<file path="config.mk">
export PLATFORM = sky130hd
export DESIGN_NAME = alu_muldiv
export DESIGN_NICKNAME = d
export VERILOG_FILES = /design/src/rtl/alu_muldiv.sv
export SDC_FILE = /design/constraint.sdc
export NUM_CORES = 2
export LEC_CHECK = 0
export BUFFER_PORTS_ARGS = -buffer_cell sky130_fd_sc_hd__buf_2
export CAP_MARGIN = 25
export CORE_MARGIN = 8
export CORE_UTILIZATION = 50
export CTS_BUF_LIST = sky130_fd_sc_hd__clkbuf_4 sky130_fd_sc_hd__clkbuf_8
export DETAILED_ROUTE_END_ITERATION = 12
export GPL_ROUTABILITY_DRIVEN = 0
export HOLD_SLACK_MARGIN = 0.02
export PLACE_DENSITY_LB_ADDON = 0.1
export SLEW_MARGIN = 10
export SYNTH_ARGS = -nofsm -noshare
export SYNTH_HDL_FRONTEND = slang
export SYNTH_SLANG_ARGS = --single-unit
</file>
<file path="constraint.sdc">
create_clock -name clk -period 9.4 [get_ports clk]
set_input_delay 1.41 -clock clk [delete_from_list [all_inputs] [get_ports clk]]
set_output_delay 1.41 -clock clk [all_outputs]
set_load 0.05 [all_outputs]
</file>
<file path="src/rtl/alu_muldiv.sv">
// RV32M multiply/divide unit: two-cycle multiplier beside a radix-2 restoring divider,
// with valid/ready handshakes on both sides and a synchronous flush.
module alu_muldiv #(
    parameter int DATA_WIDTH = 32
) (
    input  logic                  clk,
    input  logic                  rst,
    input  logic                  flush,
    input  logic                  valid_in,
    output logic                  ready_in,
    input  logic [2:0]            op,
    input  logic [DATA_WIDTH-1:0] op_a,
    input  logic [DATA_WIDTH-1:0] op_b,
    output logic                  valid_out,
    input  logic                  ready_out,
    output logic [DATA_WIDTH-1:0] result,
    output logic                  result_zero
);

    localparam int W  = DATA_WIDTH;
    localparam int CW = $clog2(W) + 1;
    localparam logic [W-1:0]  MOST_NEG = {1'b1, {(W-1){1'b0}}};
    localparam logic [CW-1:0] CNT_INIT = CW'(W - 1);

    typedef enum logic [1:0] {
        S_IDLE,
        S_MUL,
        S_DIV,
        S_DONE
    } state_t;

    state_t         state_q;
    logic [1:0]     op_q;
    logic [W-1:0]   a_q;
    logic [W-1:0]   b_q;
    logic [W-1:0]   rem_q;
    logic [CW-1:0]  cnt_q;
    logic           q_neg_q;
    logic           r_neg_q;
    logic           valid_q;
    logic [W-1:0]   result_q;
    logic           zero_q;

    // Accept-time decode: signedness, magnitudes and the no-iteration special cases.
    logic           in_signed;
    logic           a_neg_in;
    logic           b_neg_in;
    logic [W-1:0]   a_mag;
    logic [W-1:0]   b_mag;
    logic           div_by_zero;
    logic           div_overflow;
    logic           div_special;
    logic [W-1:0]   special_res;

    assign in_signed    = ~op[0];
    assign a_neg_in     = in_signed & op_a[W-1];
    assign b_neg_in     = in_signed & op_b[W-1];
    assign a_mag        = a_neg_in ? -op_a : op_a;
    assign b_mag        = b_neg_in ? -op_b : op_b;
    assign div_by_zero  = (op_b == '0);
    assign div_overflow = in_signed && (op_a == MOST_NEG) && (op_b == '1);
    assign div_special  = div_by_zero || div_overflow;

    always_comb begin
        special_res = '0;
        if (div_by_zero) begin
            special_res = op[1] ? op_a : '1;
        end else begin
            special_res = op[1] ? '0 : op_a;
        end
    end

    // Multiplier datapath: sign-extend to 2W so one unsigned product covers all four variants.
    logic           a_sgn_d;
    logic           b_sgn_d;
    logic [2*W-1:0] a_ext_d;
    logic [2*W-1:0] b_ext_d;
    logic [2*W-1:0] prod_d;
    logic [W-1:0]   mul_res_d;

    assign a_sgn_d   = (op_q != 2'b11);
    assign b_sgn_d   = ~op_q[1];
    assign a_ext_d   = {{W{a_sgn_d & a_q[W-1]}}, a_q};
    assign b_ext_d   = {{W{b_sgn_d & b_q[W-1]}}, b_q};
    assign prod_d    = a_ext_d * b_ext_d;
    assign mul_res_d = (op_q == 2'b00) ? prod_d[W-1:0] : prod_d[2*W-1:W];

    // Divider step: a_q shifts the dividend out while quotient bits shift in at the bottom.
    logic [W:0]     rem_sh_d;
    logic [W:0]     diff_d;
    logic           ge_d;
    logic [W-1:0]   rem_d;
    logic [W-1:0]   quo_d;
    logic [W-1:0]   q_fin_d;
    logic [W-1:0]   r_fin_d;
    logic [W-1:0]   div_res_d;

    assign rem_sh_d  = {rem_q, a_q[W-1]};
    assign diff_d    = rem_sh_d - {1'b0, b_q};
    assign ge_d      = ~diff_d[W];
    assign rem_d     = ge_d ? diff_d[W-1:0] : rem_sh_d[W-1:0];
    assign quo_d     = {a_q[W-2:0], ge_d};
    assign q_fin_d   = q_neg_q ? -quo_d : quo_d;
    assign r_fin_d   = r_neg_q ? -rem_d : rem_d;
    assign div_res_d = op_q[1] ? r_fin_d : q_fin_d;

    assign ready_in    = (state_q == S_IDLE) && !rst;
    assign valid_out   = valid_q;
    assign result      = result_q;
    assign result_zero = zero_q;

    always_ff @(posedge clk) begin
        if (rst) begin
            state_q  <= S_IDLE;
            op_q     <= '0;
            a_q      <= '0;
            b_q      <= '0;
            rem_q    <= '0;
            cnt_q    <= '0;
            q_neg_q  <= 1'b0;
            r_neg_q  <= 1'b0;
            valid_q  <= 1'b0;
            result_q <= '0;
            zero_q   <= 1'b1;
        end else if (flush) begin
            state_q <= S_IDLE;
            valid_q <= 1'b0;
        end else begin
            case (state_q)
                S_IDLE: begin
                    if (valid_in) begin
                        op_q <= op[1:0];
                        if (!op[2]) begin
                            a_q     <= op_a;
                            b_q     <= op_b;
                            state_q <= S_MUL;
                        end else if (div_special) begin
                            a_q      <= op_a;
                            b_q      <= op_b;
                            result_q <= special_res;
                            zero_q   <= (special_res == '0);
                            valid_q  <= 1'b1;
                            state_q  <= S_DONE;
                        end else begin
                            a_q     <= a_mag;
                            b_q     <= b_mag;
                            rem_q   <= '0;
                            cnt_q   <= CNT_INIT;
                            q_neg_q <= a_neg_in ^ b_neg_in;
                            r_neg_q <= a_neg_in;
                            state_q <= S_DIV;
                        end
                    end
                end
                S_MUL: begin
                    result_q <= mul_res_d;
                    zero_q   <= (mul_res_d == '0);
                    valid_q  <= 1'b1;
                    state_q  <= S_DONE;
                end
                S_DIV: begin
                    a_q   <= quo_d;
                    rem_q <= rem_d;
                    if (cnt_q == '0) begin
                        result_q <= div_res_d;
                        zero_q   <= (div_res_d == '0);
                        valid_q  <= 1'b1;
                        state_q  <= S_DONE;
                    end else begin
                        cnt_q <= cnt_q - CW'(1);
                    end
                end
                S_DONE: begin
                    if (ready_out) begin
                        valid_q <= 1'b0;
                        state_q <= S_IDLE;
                    end
                end
                default: begin
                    valid_q <= 1'b0;
                    state_q <= S_IDLE;
                end
            endcase
        end
    end

endmodule

</file>
==> run_results.csv <==
group,metric,value,unit
grt,track_usage,0.327,
grt,grt_first_pass_wirelength,279000,um
placed_design,dp_hpwl,149000,um
timing,min_period,9140,ps
timing,relSlewSlack,0.247,
critical_path,crit_type,"flop to flop",
synthesis,synthFlopType,"dfxtp_1",
timing,finalMaxSlewViolations,0,
critical_path,crit_path_frequent_cell,"fa_1",
routing,ant_nets,0,
synthesis,syn_nets,7581,
floorplan,dieArea,113000,sq um
critical_path,start_kind,"flop",
finish,n_fill_cell,9867,
cts,cts.sinks,142,
cts,tritoncts,"built",
finish,nets,7544,
critical_path,r2r_setup_slack,260,ps
flow_run,max_cap_viol_count,0,
min_path,hp-start,"result[22]",
floorplan,die_w,336,um
cts,postCtsHoldBufs,0,
synthesis,synth.most_common_cell,"inv_1",
cts,path_clk_slew,100,ps
timing,rsz0062_at_grt,"false",
synthesis,netlist_instances,6127,
critical_path,r2r-start,"a_q[15]",
synthesis,ys_warn_count,0,
routing,wl_per_cell,24.5,um
placed_design,place_area,54200,sq um
placed_design,port_buffers,106,
power,finalPower,4.81,mW
critical_path,r2r_cells,29,
synthesis,synth.yosys.seq_area_share,0.0554,
synthesis,ys_ff_latch,142,
finish,drive_gt1_frac,0.0778,
synthesis,synth_top_area_share,0.439,
finish,syn_to_final_growth,6.53,%
min_path,hold_depth,2,
cts,cts_buffers,17,
floorplan,die_height,336,um
floorplan,num_io_pins,107,
timing,fmax,109,MHz
synthesis,synthTopCellsByArea,"fa_1 (44%), inv_1 (8.6%), nand2_1 (7.1%)",
synthesis,async_flop_share,0,
min_path,hold_path_class,"flop to flop",
grt,grt_max_degree,88,
synthesis,synth.avg_cell_area,8.38,sq um
power,power_per_cell_area,87.9,nW/um^2
cts,clk_latency,560,ps
timing,hold_violations,0,
critical_path,slowest_stage,"dfxtp_2",
synthesis,synth-edff-count,0,
routing,routed_wl,183000,um
synthesis,synth.cell_area,51300,sq um
critical_path,r2r-end,"result_zero",
grt,antenna_found_initial,12,
timing,post-route-period-util,0.972,
floorplan,row_count,117,
placed_design,place_ws,356,ps
grt,grt_pass1_vias,44400,
critical_path,crit_buf_inv,5,
critical_path,crit_path_max_incr_delay,720,ps
floorplan,initial_core_util,0.504,
cts,cts_root_buffer,"clkbuf_8",
floorplan,core,102000,sq um
timing,skew,18.0,ps
timing,setup_slack,260,ps
routing,drc,0,
routing,routed_via_density,5.83,
critical_path,crit_fanout,17,
power,peakVddDrop,0.000112,V
synthesis,synthDistinctLibCells,105,
finish,final_core_util,0.537,
routing,vias,43600,
routing,drt_iter0_drc,4509,
finish,final_cell_area,54700,sq um
timing,worstMarginPinSlew,1110,ps
timing,setup_tns,0,ps
timing,setup-violations-final,0,
routing,dr.pass1.iters,7,
critical_path,worstPathRequired,9890,ps
status,status,"completed",
cts,clockBufferDepth,2,
critical_path,setup.worst_path.end_class,"flop",
critical_path,cp.arrival,9630,ps
power,p_leak,25.8,nW
cts,cts-htree-levels,4,
min_path,worst_hold_path.endpoint,"result[22]",
critical_path,crit_family,"adder cells",
synthesis,yosysTopAreaCell,"fa_1",
synthesis,synth_common_cells,"inv_1 (1,170), fa_1 (1,126), nand2_1 (972)",
grt,grt_overflow,0,
stage by stage:
step           instances  hold slack (ps)
2_1_floorplan       6127              450
3_3_place_gp        7432              446
3_5_place_dp        7433              447
4_1_cts             7464              463
5_1_grt             7471              485
6_report            7476              463
per-layer routing:
layer	track usage	routed length (um)	vias up
met2	0.528	84600	2076
li1	-	-	18900
met4	0.141	10000	8
met3	0.0617	15800	465
met5	0	55	-
met1	0.432	72400	22200
layout make-up:
type / count / area (sq um) / share of cell area
repair buffers: 332 / 2580 / 0.0472
inverters: 1172 / 4400 / 0.0805
clock buffers: 17 / 234 / 0.00428
flip-flops and latches: 142 / 2910 / 0.0531
well taps: 1368 / 1710 / 0.0313
clock inverters: 14 / 158 / 0.00288
diodes: 6 / 15.0 / 0.000274
multi-input cells: 4425 / 42700 / 0.780
registers in the layout, indices dropped and copies added (netlist names):
name / cells
a_q: 32
r_neg_q: 1
valid_out: 1
result: 32
rem_q: 32
b_q: 32
result_zero: 1
op_q: 2
state_q: 2
q_neg_q: 1
cnt_q: 6
worst reg2reg max path: cells and delay by family, from the launching register on:
family	cells	cell delay, ps
AND/OR/NAND/NOR	6	1200
adder cells (fa/ha/maj)	9	4450
XOR/XNOR	1	230
AO/OA/AOI/OAI	8	1910
buffers and inverters	5	580
flip-flops	1	720
repair_timing:
action | in CTS | in global routing
gates resized for setup | 0 | 28
buffers inserted | 0 | 6
endpoints found under the setup margin | 0 | 7
report_power, final:
group | internal, mW | switching [mW] | leakage [nW] | total (mW)
clock network | 0.239 | 0.313 | 0.195 | 0.552
registers | 0.629 | 0.0875 | 1.17 | 0.716
logic | 1.27 | 2.27 | 24.4 | 3.54
cells in the final DEF (no fill, tap or decap), types with 13 or more instances in the layout:
cell / count
buf_12: 28
clkbuf_8: 17
or3_1: 45
nand3_1: 51
nand2b_1: 15
xnor2_1: 110
a21o_1: 37
ha_1: 255
o211ai_1: 37
a211oi_1: 55
or4_1: 13
nand4_1: 33
fa_1: 1122
a221oi_1: 16
o41ai_1: 16
a31oi_1: 19
and2_1: 335
nor2_1: 311
nor4_1: 25
a311oi_1: 17
nor2b_1: 15
o31ai_1: 33
o21a_1: 22
dfxtp_1: 108
nand2_1: 972
inv_1: 1168
buf_2: 105
a21oi_1: 215
buf_4: 196
a22oi_1: 18
mux2i_1: 19
or2_2: 14
dfxtp_2: 26
and3_1: 18
xor2_1: 86
nor3_1: 74
maj3_1: 27
o21ai_0: 177
how the worst max path moves through the flow:
stage                 start     endpoint  slack [ps]  cells past startpoint
CTS                  a_q[5]  result_zero         290                     31
floorplan           a_q[31]   result[28]         340                     34
finish              a_q[15]  result_zero         260                     29
global route        a_q[31]   result[13]          20                     31
detailed placement   a_q[5]  result_zero         360                     31
global placement    a_q[31]  result_zero         350                     34
kinds of logic after synthesis:
group,Yosys count,share of synthesized area
compound gates,819,0.106
xor+xnor,197,0.0337
fa+ha+maj,1409,0.507
buf+inv,1560,0.115
flops,142,0.0554
mux,25,0.00502
simple gates,1975,0.178
(Power assumes the default switching activity.)
